--- src/rtl/fht_pkg.sv ---
// Shared constants, state encoding and rounding helper for the FHT write-back stage.
package fht_pkg;

  localparam int unsigned FHT_D_BIT = 17;
  localparam int unsigned FHT_A_BIT = 8;

  typedef enum logic [1:0] {
    ST_IDLE,
    ST_RUN,
    ST_DRAIN,
    ST_DONE
  } wb_state_e;

  localparam logic signed [FHT_D_BIT-1:0] Y_MAX = {1'b0, {(FHT_D_BIT-1){1'b1}}};
  localparam logic signed [FHT_D_BIT-1:0] Y_MIN = {1'b1, {(FHT_D_BIT-1){1'b0}}};

  // (y+1)>>>1 in one extra bit, so the most positive input cannot wrap.
  function automatic logic signed [FHT_D_BIT-1:0] halve_round(
    input logic signed [FHT_D_BIT-1:0] y
  );
    logic signed [FHT_D_BIT:0] t;
    t = {y[FHT_D_BIT-1], y} + (FHT_D_BIT+1)'(1);
    return t[FHT_D_BIT:1];
  endfunction

endpackage

--- src/rtl/fht_wb_delay.sv ---
// LAT-deep shift register of {valid, addr, scale} aligning read addresses with butterfly results.
module fht_wb_delay #(
  parameter int unsigned LAT   = 3,
  parameter int unsigned A_BIT = 8
) (
  input  logic             clk_i,
  input  logic             rst_i,
  input  logic             vld_i,
  input  logic [A_BIT-1:0] addr_i,
  input  logic             scale_i,
  output logic             vld_o,
  output logic [A_BIT-1:0] addr_o,
  output logic             scale_o,
  output logic             any_vld_o
);

  logic [LAT-1:0]   vld_q;
  logic [LAT-1:0]   scl_q;
  logic [A_BIT-1:0] addr_q [LAT];

  always_ff @(posedge clk_i) begin
    if (rst_i) begin
      vld_q <= '0;
      scl_q <= '0;
      for (int unsigned i = 0; i < LAT; i++) addr_q[i] <= '0;
    end else begin
      vld_q[0]  <= vld_i;
      scl_q[0]  <= scale_i;
      addr_q[0] <= addr_i;
      for (int unsigned i = 1; i < LAT; i++) begin
        vld_q[i]  <= vld_q[i-1];
        scl_q[i]  <= scl_q[i-1];
        addr_q[i] <= addr_q[i-1];
      end
    end
  end

  assign vld_o     = vld_q[LAT-1];
  assign scale_o   = scl_q[LAT-1];
  assign addr_o    = addr_q[LAT-1];
  assign any_vld_o = |vld_q;

endmodule

--- src/rtl/fht_wr_back.sv ---
// Write-back stage: delays read addresses to meet butterfly results, optionally halves them,
// writes all four banks at one address and signals stage completion.
module fht_wr_back
  import fht_pkg::*;
#(
  parameter int unsigned D_BIT = FHT_D_BIT,
  parameter int unsigned A_BIT = FHT_A_BIT,
  parameter int unsigned LAT   = 3
) (
  input  logic                    iCLK,
  input  logic                    iRESET,
  input  logic                    iRD_VALID,
  input  logic [A_BIT-1:0]        iRD_ADDR,
  input  logic                    iSCALE,
  input  logic                    iSTAGE_END,
  input  logic                    iCLR_OVF,
  input  logic signed [D_BIT-1:0] iY_0,
  input  logic signed [D_BIT-1:0] iY_1,
  input  logic signed [D_BIT-1:0] iY_2,
  input  logic signed [D_BIT-1:0] iY_3,
  output logic                    oWR_EN,
  output logic [A_BIT-1:0]        oWR_ADDR,
  output logic signed [D_BIT-1:0] oWR_DATA_0,
  output logic signed [D_BIT-1:0] oWR_DATA_1,
  output logic signed [D_BIT-1:0] oWR_DATA_2,
  output logic signed [D_BIT-1:0] oWR_DATA_3,
  output logic                    oBUSY,
  output logic                    oDONE,
  output logic                    oOVF
);

  localparam int unsigned           CNT_W    = $clog2(LAT + 2);
  localparam logic [CNT_W-1:0]      CNT_LOAD = CNT_W'(LAT + 1);

  wb_state_e              state_q;
  logic [CNT_W-1:0]       cnt_q;
  logic                   busy_q;
  logic                   done_q;
  logic                   ovf_q;
  logic                   wr_en_q;
  logic [A_BIT-1:0]       wr_addr_q;
  logic signed [D_BIT-1:0] wr_data_q [4];
  logic signed [D_BIT-1:0] wr_data_d [4];
  logic signed [D_BIT-1:0] y [4];

  logic                   rd_accept;
  logic                   tail_vld;
  logic [A_BIT-1:0]       tail_addr;
  logic                   tail_scl;
  logic                   any_vld;
  logic                   ext_hit;

  // Reads arriving after the stage has ended never enter the pipeline.
  assign rd_accept = iRD_VALID && (state_q == ST_IDLE || state_q == ST_RUN);

  fht_wb_delay #(
    .LAT   (LAT),
    .A_BIT (A_BIT)
  ) u_delay (
    .clk_i     (iCLK),
    .rst_i     (iRESET),
    .vld_i     (rd_accept),
    .addr_i    (iRD_ADDR),
    .scale_i   (iSCALE),
    .vld_o     (tail_vld),
    .addr_o    (tail_addr),
    .scale_o   (tail_scl),
    .any_vld_o (any_vld)
  );

  assign y[0] = iY_0;
  assign y[1] = iY_1;
  assign y[2] = iY_2;
  assign y[3] = iY_3;

  always_comb begin
    ext_hit = 1'b0;
    for (int unsigned k = 0; k < 4; k++) begin
      wr_data_d[k] = tail_scl ? halve_round(y[k]) : y[k];
      if (y[k] == Y_MAX || y[k] == Y_MIN) ext_hit = 1'b1;
    end
  end

  always_ff @(posedge iCLK) begin
    if (iRESET) begin
      state_q   <= ST_IDLE;
      cnt_q     <= '0;
      busy_q    <= 1'b0;
      done_q    <= 1'b0;
      ovf_q     <= 1'b0;
      wr_en_q   <= 1'b0;
      wr_addr_q <= '0;
      for (int unsigned k = 0; k < 4; k++) wr_data_q[k] <= '0;
    end else begin
      wr_en_q <= tail_vld;
      if (tail_vld) begin
        wr_addr_q <= tail_addr;
        for (int unsigned k = 0; k < 4; k++) wr_data_q[k] <= wr_data_d[k];
      end

      if (tail_vld && !tail_scl && ext_hit) ovf_q <= 1'b1;
      else if (iCLR_OVF)                    ovf_q <= 1'b0;

      done_q <= 1'b0;
      unique case (state_q)
        ST_IDLE: begin
          if (iSTAGE_END && iRD_VALID) begin
            state_q <= ST_DRAIN;
            cnt_q   <= CNT_LOAD;
            busy_q  <= 1'b1;
          end else if (iSTAGE_END) begin
            state_q <= ST_DONE;
            done_q  <= 1'b1;
            busy_q  <= 1'b1;
          end else if (iRD_VALID) begin
            state_q <= ST_RUN;
            busy_q  <= 1'b1;
          end
        end
        ST_RUN: begin
          if (iSTAGE_END) begin
            state_q <= ST_DRAIN;
            cnt_q   <= CNT_LOAD;
          end
        end
        ST_DRAIN: begin
          if (cnt_q != '0) cnt_q <= cnt_q - 1'b1;
          // Leave when the count is reaching zero this cycle, so oDONE follows the last write by one cycle.
          if (cnt_q <= CNT_W'(1) && !any_vld) begin
            state_q <= ST_DONE;
            done_q  <= 1'b1;
          end
        end
        ST_DONE: begin
          state_q <= ST_IDLE;
          busy_q  <= 1'b0;
        end
        default: begin
          state_q <= ST_IDLE;
          busy_q  <= 1'b0;
        end
      endcase
    end
  end

  assign oWR_EN     = wr_en_q;
  assign oWR_ADDR   = wr_addr_q;
  assign oWR_DATA_0 = wr_data_q[0];
  assign oWR_DATA_1 = wr_data_q[1];
  assign oWR_DATA_2 = wr_data_q[2];
  assign oWR_DATA_3 = wr_data_q[3];
  assign oBUSY      = busy_q;
  assign oDONE      = done_q;
  assign oOVF       = ovf_q;

endmodule
--- config.mk ---
export PLATFORM = sky130hd
export DESIGN_NAME = fht_wr_back
export DESIGN_NICKNAME = d
export VERILOG_FILES = /design/src/rtl/fht_pkg.sv /design/src/rtl/fht_wb_delay.sv /design/src/rtl/fht_wr_back.sv
export SDC_FILE = /design/constraint.sdc
export NUM_CORES = 1
export LEC_CHECK = 0
export ABC_AREA = 1
export ABC_CLOCK_PERIOD_IN_PS = 2850
export CORE_MARGIN = 2
export CORE_UTILIZATION = 50
export DETAILED_ROUTE_END_ITERATION = 7
export DONT_BUFFER_PORTS = 1
export PLACE_DENSITY = 0.68
export SYNTH_ARGS = -nofsm -noshare
export SYNTH_HDL_FRONTEND = slang
export SYNTH_SLANG_ARGS = --single-unit
export TNS_END_PERCENT = 50
--- constraint.sdc ---
create_clock -name iCLK -period 2.85 [get_ports iCLK]
set_input_delay 0 -clock iCLK [delete_from_list [all_inputs] [get_ports iCLK]]
set_output_delay 0 -clock iCLK [all_outputs]
set_load 0.01 [all_outputs]
# After elaboration in Yosys (flattened, before gate mapping)
# Memory sizes are Yosys's and may differ from the RTL's. A register that Yosys moved wholly into a read port is not among the register bits.
# Index checks and enable logic that the tools add are counted.
# Widths: inputs -> output; s select.
[totals] regBits=15 wordCells=101 inputBits=82 mem_count=2 ramBits=92
[memory_table] memory="wr_data_q" words=4 word_bits=17 rd=4 rd_clocked_by_memory_dff=0 write_ports=4 line_no="fht_wr_back.sv:42" source="logic signed [D_BIT-1:0] wr_data_q [4];"
[memory_table] memory="u_delay.addr_q" words=3 word_bits=8 rd=3 rd_clocked_by_memory_dff=1 write_ports=3 line_no="fht_wb_delay.sv:19" source="logic [A_BIT-1:0] addr_q [LAT];"
[op_classes] eq_ne=16 n_addsub=5 magnitude_cmp=1 n_reduce_logical=21 n_mux=41 bitwise=7
[ops] cell="$eq 17x17->1 const B" n=8
[ops] cell="$mux 17" n=8
[ops] cell="$add 17x2->18 const B" n=4
[ops] cell="$mux 8" n=3
[ops] cell="$mux 1" n=18
[ops] cell="$mux 2" n=5
[ops] cell="$mux 3" n=3
[ops] cell="$pmux 3 s3" n=1
[ops] cell="$pmux 2 s4" n=1
[ops] cell="$or 1x1->1" n=7
[ops] cell="$ne 2x2->1 const B" n=3
[ops] cell="$reduce_bool 3->1" n=2
[ops] cell="$logic_and 1x1->1" n=5
[ops] cell="$logic_or 1x1->1" n=5
[ops] cell="$eq 2x2->1 const B" n=2
[ops] cell="$ne 4x3->1 const B" n=1
[ops] cell="$pmux 1 s2" n=2
[ops] cell="$reduce_and 4->1" n=1
[ops] cell="$reduce_bool 2->1" n=2
[ops] cell="$le 3x1->1 const B" n=1
[ops] cell="$reduce_and 3->1" n=1
[ops] cell="$reduce_or 3->1" n=1
[ops] cell="$sub 3x1->3 const B" n=1
[ops] cell="$eq 2x1->1 const B" n=1
[ops] cell="4 further kinds" n=5

# Depth between registers and ports, before layout
# Gate-level depths: netlist (run 1).
[logic_depth] depth_word=8 depth_mapped=12 mapped_depth_nobuf=12

# Hierarchy
# Synthesis (run 1) repeated with hierarchy kept, for this count alone.
[hier_totals] hier_cells=821 area_unflattened_um2=6532.5
[by_module_without_submodules] module="fht_wr_back" cells_per_inst=718 instances=1 seq_area_each_um2=2382.3 area_each_um2=5605.4
[by_module_without_submodules] module="fht_wb_delay" cells_per_inst=103 instances=1 seq_area_each_um2=600.6 area_each_um2=927.1

# Least setup slack after synthesis (run 1)
# No wires, ideal clock.
[synth_timing] path_type="reg-to-reg" startpoint="register u_delay.vld_q[2]" endpoint="memory wr_data_q[0][0] in the netlist's numbering (enable)" setup_slack_ns=0.344 required_ns=2.136 path_buffers=1 t_arrival_ns=1.792 stages_incl_launch_ff=4 path_cell_list="dfxtp_1 > inv_1 > buf_1 > nand2_1"
[synth_rtl] item="start, declared" line_no="fht_wb_delay.sv:17" source="logic [LAT-1:0] vld_q;"
[synth_rtl] item="start signal, assigned by index" line_no="fht_wb_delay.sv:31" source="vld_q[i] <= vld_q[i-1];"
[synth_rtl] item="end, declared" line_no="fht_wr_back.sv:42"

==> results of run 1 <==
## per-layer routing
layer	vias to the layer above	track usage [%]
met5	-	0
met2	240	45.0
li1	2803	-
met4	0	12.2
met3	48	8.55
met1	2680	29.9
## power by group
part           internal [mW]  total [mW]  switching [mW]  leakage, nW
Sequential              1.89        2.00           0.102         1.09
Clock                   1.18        2.02           0.834        0.276
Combinational          0.261       0.637           0.376         2.43
Total                   3.34        4.65            1.31         3.80
## worst max path at each step
stage | startpoint | endpoint | slack, ps | cells after the start
2_1_floorplan | u_delay.vld_q[2] | wr_data_q[0][0] | 340 | 3
3_3_place_gp | u_delay.vld_q[2] | wr_data_q[0][12] | 1200 | 7
3_5_place_dp | u_delay.vld_q[2] | wr_data_q[0][4] | 1130 | 7
4_1_cts | u_delay.scl_q[2] | wr_data_q[1][10] | 520 | 6
5_1_grt | iY_0[3] | wr_data_q[0][12] | 320 | 12
6_report | u_delay.scl_q[2] | wr_data_q[1][10] | 440 | 6
## registers in the layout, summed over array words and instances (netlist names), 2 cells and up
| signal | count |
|---|---|
| oWR_ADDR | 8 |
| u_delay.addr_q | 24 |
| u_delay.vld_q | 3 |
| state_q | 2 |
| cnt_q | 3 |
| wr_data_q | 68 |
| u_delay.scl_q | 3 |
## through the flow
step | hold slack [ps] | power [mW]
2_1_floorplan | 107 | 2.41
3_3_place_gp | 71.7 | 2.50
3_5_place_dp | 75.7 | 2.52
4_1_cts | 3.95 | 4.67
5_1_grt | 51.7 | 4.86
6_report | 19.3 | 4.65
## logic make-up after synthesis
family	count (synthesis)	share of synthesized area, %
simple gates	306	21.3
buf+inv	187	11.0
compound gates	141	11.6
flops	115	46.7
xor+xnor	46	6.30
fa+ha+maj	16	3.13
## worst max-delay path, delay by kind of cell (launching register included)
kind          cells  cell delay, ps
simple gates      2             210
flops             1             330
buf+inv           4            1620
## cell type report
| class | count | area (um^2) |
|---|---|---|
| Clock buffer | 18 | 450 |
| Timing Repair Buffer | 110 | 1110 |
| Multi-Input combinational cell | 509 | 2720 |
| Tap cell | 172 | 215 |
| Clock inverter | 14 | 114 |
| Inverter | 159 | 597 |
| Fill cell | 1011 | 4380 |
| Sequential cell | 115 | 2980 |
## layout by cell type (no fill, tap or decap), types with 2 or more instances in the layout
master,n
nand3_1,46
a21oi_1,64
xor2_1,41
inv_2,2
clkbuf_16,18
nor2_2,9
clkinv_4,2
o21bai_1,3
nand2_1,107
nor2_1,103
dfxtp_1,46
nor4_2,2
clkinvlp_4,2
nand3_2,2
nand4_1,12
o21ai_0,37
ha_1,16
o21ai_1,26
edfxtp_1,68
nor4_1,2
buf_12,2
xnor2_1,5
nor2_4,3
dlygate4sd3_1,104
nor3_1,14
inv_1,157
buf_4,4
o211ai_1,6
inv_6,6
inv_4,2
==> metrics.md, run 1 <==
| Metric | Value |
|---|---|
| # resized after CTS | `0` |
| Post-Route WL | `17400 um` |
| Maximum vdd ir drop | `0.515 mV` |
| Post-Place Cells | `960` |
| Synth area leaders | `edfxtp_1 (32%), dfxtp_1 (15%), inv_1 (9.2%)` |
| Unrepaired setup endpoints after global routing | `false` |
| Hold_buf cts | `approximately 110` |
| Ys flop type | `edfxtp_1` |
| DRC Markers | `0` |
| Grt total ovfl | `0` |
| Clk_lat worst skew | `420 ps` |
| Max Buffers Root-to-Sink | `2` |
| Hold Path Sink | `wr_data_q[3][14]` |
| Synth-to-Final Area Change | `28.1%` |
| IO Pins | `162` |
| H-tree levels | `4` |
| Synthesized area | `6390 um^2` |
| Root Buffer | `clkbuf_16` |
| Clk_skew | `roughly 6.2 ps` |
| Post-synth ARST share | `0%` |
| PD cells | `568 nW/um^2` |
| Total setup buffers inserted after CTS | `0` |
| Run status | `completed` |
| Standard-cell row count | `41` |
| Hold Path Stages | `6` |
| Reg2reg end | `wr_data_q[1][10]` |
| R2R Setup Slk | `approximately 440 ps` |
| Fin cells | `1097` |
| CP cell instances | `buf_4 > nand3_1 > dlygate4sd3_1 > nand2_1 > dlygate4sd3_1 > inv_1` |
| Sequential fraction of the synthesis area | `46.7%` |
| Slowest stage delay, CP | `590 ps` |
| Die height | `117 um` |
| Syn avg cell area | `a little under 8 um^2` |
| Post-DP HPWL | `10800 um` |
| Period utilisation layout | `84.7%` |
| Slew headroom | `40.9%` |
| Layout cells sized above 1 | `6.59%` |
| Die Width | `117 um` |
| First-pass GRT wire length | `27600 um` |
| WL/cell | `~16 um` |
| Post-synth top area share | `31.9%` |
| Hold_sp | `iY_3[15]` |
| Leakage | `about 3.8 nW` |
| Worst Path Arrival | `2590 ps` |
| Detail Route met3 WL | `1370 um` |
| Die area | `13700 um^2` |
| DR top layer | `met4` |
| Fin. max-slew vios | `0` |
| Setup WS post-layout | `436 ps` |
| ANT nets after route | `0` |
| CP max stage cell | `dlygate4sd3_1` |
| Max Fclk | `0.414 GHz` |
| DRT iter0 DRCs | `~470` |
| WP data required | `3030 ps` |
| Total CTS buffers | `17` |
| Via/cell ratio | `5.26` |
| Layout net count | `1010` |
| Setup-failing EPs final | `0` |
| FF-to-FF Start | `u_delay.scl_q[2]` |
| Dpl cell area | `6560 um^2` |
| Pre-antenna DRT Iters | `7` |
| Commonest cells post-synth | `inv_1 (157), nand2_1 (108), nor2_1 (104)` |
| Final core utilization | `65.1%` |
| Synth Warn # | `0` |
| Post-route setup TNS | `0 ps` |
| Overall routing resource usage | `approximately a quarter` |
| Met2 wire length | `8530 um` |
| Leading area contributor after synthesis | `edfxtp_1` |
| Sink Count | `approximately 120` |
| Met1 Wirelength | `between 7000 and 8000 um` |
| Routability Congestion | `0.861` |
| Pre-CTS setup slack | `1130 ps` |
| #FFs+latches synth | `115` |
| Via count | `5771` |
| Max-Cap Viols | `0` |
| Antenna violations before repair | `0` |
| Crit path launch type | `flip-flop` |
| Worst R2R Path Depth | `6` |
| CP dominant cell by count | `dlygate4sd3_1` |
| Design area | `8190 um^2` |
| Vias in the first global route | `5803` |
| Starting Density | `50.9%` |
| Antenna Cells | `0` |
| CP max FO | `43` |
| Clk slew on worst S/H paths | `60 ps` |
| Min cycle time layout | `2410 ps` |
| Top-count cell post-synth | `inv_1` |
| Min-delay worst type | `in2reg` |
| Largest net degree at the start of global routing | `69` |
| Worst Tran Pin Value | `887 ps` |
| CTS tree | `yes` |
| Synth cell types | `35` |
| I/O Buffers | `0` |
| Critical setup path kind | `reg2reg` |
| Final Hold Fails | `0` |
| Cells after Synth | `811` |
| EDFF count, synth | `68` |
| Nature of the critical path endpoint | `flip-flop` |
| Core footprint | `between 10000 and 15000 um^2` |
| Syn nets | `~910` |
Power figures use the tool's default switching activity.
==> inputs of run 2 (changes only) <==
--- a/config.mk
+++ b/config.mk
@@ -6,12 +6,12 @@
 export NUM_CORES = 1
 export LEC_CHECK = 0
 export ABC_AREA = 1
-export ABC_CLOCK_PERIOD_IN_PS = 2850
+export ABC_CLOCK_PERIOD_IN_PS = 2100
 export CORE_MARGIN = 2
 export CORE_UTILIZATION = 50
 export DETAILED_ROUTE_END_ITERATION = 7
 export DONT_BUFFER_PORTS = 1
-export PLACE_DENSITY = 0.68
+export PLACE_DENSITY = 0.71
 export SYNTH_ARGS = -nofsm -noshare
 export SYNTH_HDL_FRONTEND = slang
 export SYNTH_SLANG_ARGS = --single-unit
==> constraint.sdc (replaced) <==
create_clock -name iCLK -period 2.1 [get_ports iCLK]
set_input_delay 0 -clock iCLK [delete_from_list [all_inputs] [get_ports iCLK]]
set_output_delay 0 -clock iCLK [all_outputs]
set_load 0.01 [all_outputs]
==> run 2 against run 1 <==
Net effect:
- flip-flop and latch count stayed put
- non-clock buffer count grew 9
- sequential share of layout area shrank 0.55 points
- cell area rose by 1.5%
- hold slack worse by 11 ps
- core utilization increased by 1.0 points
- clock skew hardly changed
- cell count up 0.82%
- highest routed layer unchanged
==> metrics.md, run 2 (synthesis results as in run 1) <==
| Metric | Value |
|---|---|
| Grt total ovfl | `0 (unchanged)` |
| Final Hold Fails | `0 (unchanged)` |
| Post-DP HPWL | `10200 um (was 10800 um)` |
| Min-delay worst type | `in2reg (unchanged)` |
| Layout cells sized above 1 | `7.82% (was 6.59%)` |
| Clk_skew | `5.88 ps (was 6.19 ps)` |
| DRT iter0 DRCs | `659 (was 471)` |
| DRC Markers | `0 (unchanged)` |
| Root Buffer | `clkbuf_16 (unchanged)` |
| Crit path launch type | `flip-flop (unchanged)` |
| Nature of the critical path endpoint | `flip-flop (unchanged)` |
| Clk_lat worst skew | `420 ps (about the same)` |
| Die Width | `117 um (unchanged)` |
| Vias in the first global route | `5409 (was 5803)` |
| Synth-to-Final Area Change | `30.0% (was 28.1%)` |
| CP cell instances | `clkinvlp_4 > nor2_2 > inv_2 > buf_12 > a21oi_1 > o21ai_1 > dlygate4sd3_1 > inv_1 (was buf_4 > nand3_1 > dlygate4sd3_1 > nand2_1 > dlygate4sd3_1 > inv_1)` |
| PD cells | `776 nW/um^2 (was 568 nW/um^2)` |
| Largest Register | `wr_data_q (unchanged)` |
| Critical setup path kind | `reg2reg (unchanged)` |
| Hold Path Sink | `wr_data_q[1][14] (was wr_data_q[3][14])` |
| Max-Cap Viols | `0 (unchanged)` |
| Worst R2R Path Depth | `8 (was 6)` |
| FF-to-FF Start | `u_delay.vld_q[2] (was u_delay.scl_q[2])` |
| Min cycle time layout | `2040 ps (was 2410 ps)` |
| Reg2reg end | `wr_data_q[1][12] (was wr_data_q[1][10])` |
| Routability Congestion | `0.937 (was 0.861)` |
| Hold Path Stages | `6 (unchanged)` |
| Pre-CTS setup slack | `608 ps (was 1130 ps)` |
| Unrepaired setup endpoints after global routing | `false (unchanged)` |
| Starting Density | `50.9% (unchanged)` |
| I/O Buffers | `0 (unchanged)` |
| Clock share of power | `44.6% (was 43.4%)` |
| Cell-internal power | `4.75 mW (was 3.34 mW)` |
| Switching power | `1.70 mW (was 1.31 mW)` |
| Max Buffers Root-to-Sink | `2 (unchanged)` |
| Worst Tran Pin Value | `427 ps (was 887 ps)` |
| Antenna violations before repair | `0 (unchanged)` |
| Clk slew on worst S/H paths | `60 ps (about the same)` |
| Hold_sp | `iY_1[14] (was iY_3[15])` |
| H-tree levels | `4 (unchanged)` |
| R2R Setup Slk | `60 ps (was 440 ps)` |
| Maximum vdd ir drop | `0.676 mV (was 0.515 mV)` |
| Critical Path Start | `u_delay.vld_q[2] (was u_delay.scl_q[2])` |
| Sequential share of power | `42.0% (was 42.9%)` |
| IO Pins | `162 (unchanged)` |
| Max Fclk | `0.491 GHz (was 0.414 GHz)` |
| Core footprint | `12600 um^2 (unchanged)` |
| Sw Ratio | `26.3% (was 28.2%)` |
| Slew headroom | `71.4% (was 40.9%)` |
| Delay-heaviest family, CP | `buffers and inverters (unchanged)` |
| Die area | `13700 um^2 (unchanged)` |
| Fin. max-slew vios | `0 (unchanged)` |
| Period utilisation layout | `96.9% (was 84.7%)` |
| First-pass GRT wire length | `26100 um (was 27600 um)` |
| Standard-cell row count | `41 (unchanged)` |
| Run status | `completed (unchanged)` |
| Largest register FFs | `68 (unchanged)` |
| Sink Count | `115 (unchanged)` |
| Die height | `117 um (unchanged)` |
| Post-Route WL | `17000 um (was 17400 um)` |
| Slowest stage delay, CP | `560 ps (was 590 ps)` |
| Total CTS buffers | `17 (unchanged)` |
| Comb power frac | `13.4% (was 13.7%)` |
| CP max FO | `46 (was 43)` |
| Overall routing resource usage | `25.0% (was 26.3%)` |
| Via count | `5757 (was 5771)` |
| CP max stage cell | `dlygate4sd3_1 (unchanged)` |
| Layout net count | `1019 (was 1010)` |
| Via/cell ratio | `5.21 (was 5.26)` |
| CP Buf/Inv Count | `5 (was 4)` |
| CTS tree | `yes (unchanged)` |
| Setup WS post-layout | `64.5 ps (was 436 ps)` |
| Largest net degree at the start of global routing | `47 (was 69)` |
| WP data required | `2400 ps (was 3030 ps)` |
| Worst Path Arrival | `2330 ps (was 2590 ps)` |
| Leakage | `3.89 nW (was 3.80 nW)` |
| Commonest non-fill, non-tap cell in the layout | `inv_1 (unchanged)` |
| Pre-antenna DRT Iters | `6 (was 7)` |
| WL/cell | `15.4 um (was 15.9 um)` |
| ANT nets after route | `0 (unchanged)` |
| Most frequent cells in the layout | `inv_1 (156), nand2_1 (107), nor2_1 (103), dlygate4sd3_1 (101), edfxtp_1 (68) (was inv_1 (157), nand2_1 (107), dlygate4sd3_1 (104), nor2_1 (103), edfxtp_1 (68))` |
| Antenna Cells | `0 (unchanged)` |
| Post-route setup TNS | `0 ps (unchanged)` |
| Setup-failing EPs final | `0 (unchanged)` |
[run 2: changes by cell type in the layout (fill, tap and decap cells not counted), sizes merged]
| cell | previous run | this run |
|---|---|---|
| clkinvlp | 2 | 1 |
| buf | 6 | 18 |
| clkinv | 3 | 7 |
| clkbuf | 18 | 23 |
| dlygate4sd3 | 104 | 101 |
| inv | 168 | 160 |
[run 2: worst register-to-register path: cells and delay by family, from the launching register on]
family / cells / cell delay (ps)
and+or+nand+nor: 1 / 190
DFF: 1 / 380
AOI/OAI and AO/OA: 2 / 280
buffers and inverters: 5 / 1060
[run 2: how the worst max path moves through the flow]
stage	to	slack, ps	cells past startpoint
2_1_floorplan	wr_data_q[0][0]	260	3
3_3_place_gp	wr_data_q[1][1]	620	3
3_5_place_dp	wr_data_q[1][0]	610	3
4_1_cts	wr_data_q[3][15]	100	6
5_1_grt	wr_data_q[0][4]	2	8
6_report	wr_data_q[1][12]	60	8
[run 2: metrics by stage]
step	std cells	hold slack [ps]	util (%)	area [um^2]	power (mW)
2_1_floorplan	811	107	-	6400	3.27
3_3_place_gp	967	69.4	52.7	6630	3.41
3_5_place_dp	967	69.7	52.7	6630	3.42
4_1_cts	1101	3.66	65.7	8260	6.46
5_1_grt	1106	31.3	66.2	8310	6.73
6_report	1106	8.59	66.2	8310	6.45
[run 2: layer usage]
layer	global-route usage (%)	part of all wire, %	wire, um
met1	28.8	40	6790
met4	10.8	2.8	471
met5	0	0	0
met3	9.47	9.3	1580
met2	41.8	48	8200
[run 2: timing repair]
| action | in CTS | in global routing |
|---|---|---|
| setup endpoints to repair | 0 | 11 |
| hold endpoints to repair | 115 | 0 |
| buffers inserted | 0 | 5 |
| gates resized for setup | 0 | 5 |
| hold buffers | 102 | 0 |
[run 2: cell type report]
class                           count  area [um^2]
Fill cell                         948         4250
Sequential cell                   115         2980
Multi-Input combinational cell    509         2720
Timing Repair Buffer              119         1190
Inverter                          159          603
Clock buffer                       23          543
Tap cell                          172          215
Clock inverter                      9         61.3
[run 2: power by group through the flow]
stage          clock [mW]  sequential (mW)  combinational (mW)
6_report             2.88             2.71               0.864
5_1_grt              3.03             2.72               0.970
4_1_cts              2.91             2.71               0.840
3_5_place_dp            0             2.75               0.672
3_3_place_gp            0             2.75               0.659
2_1_floorplan           0             2.72               0.545
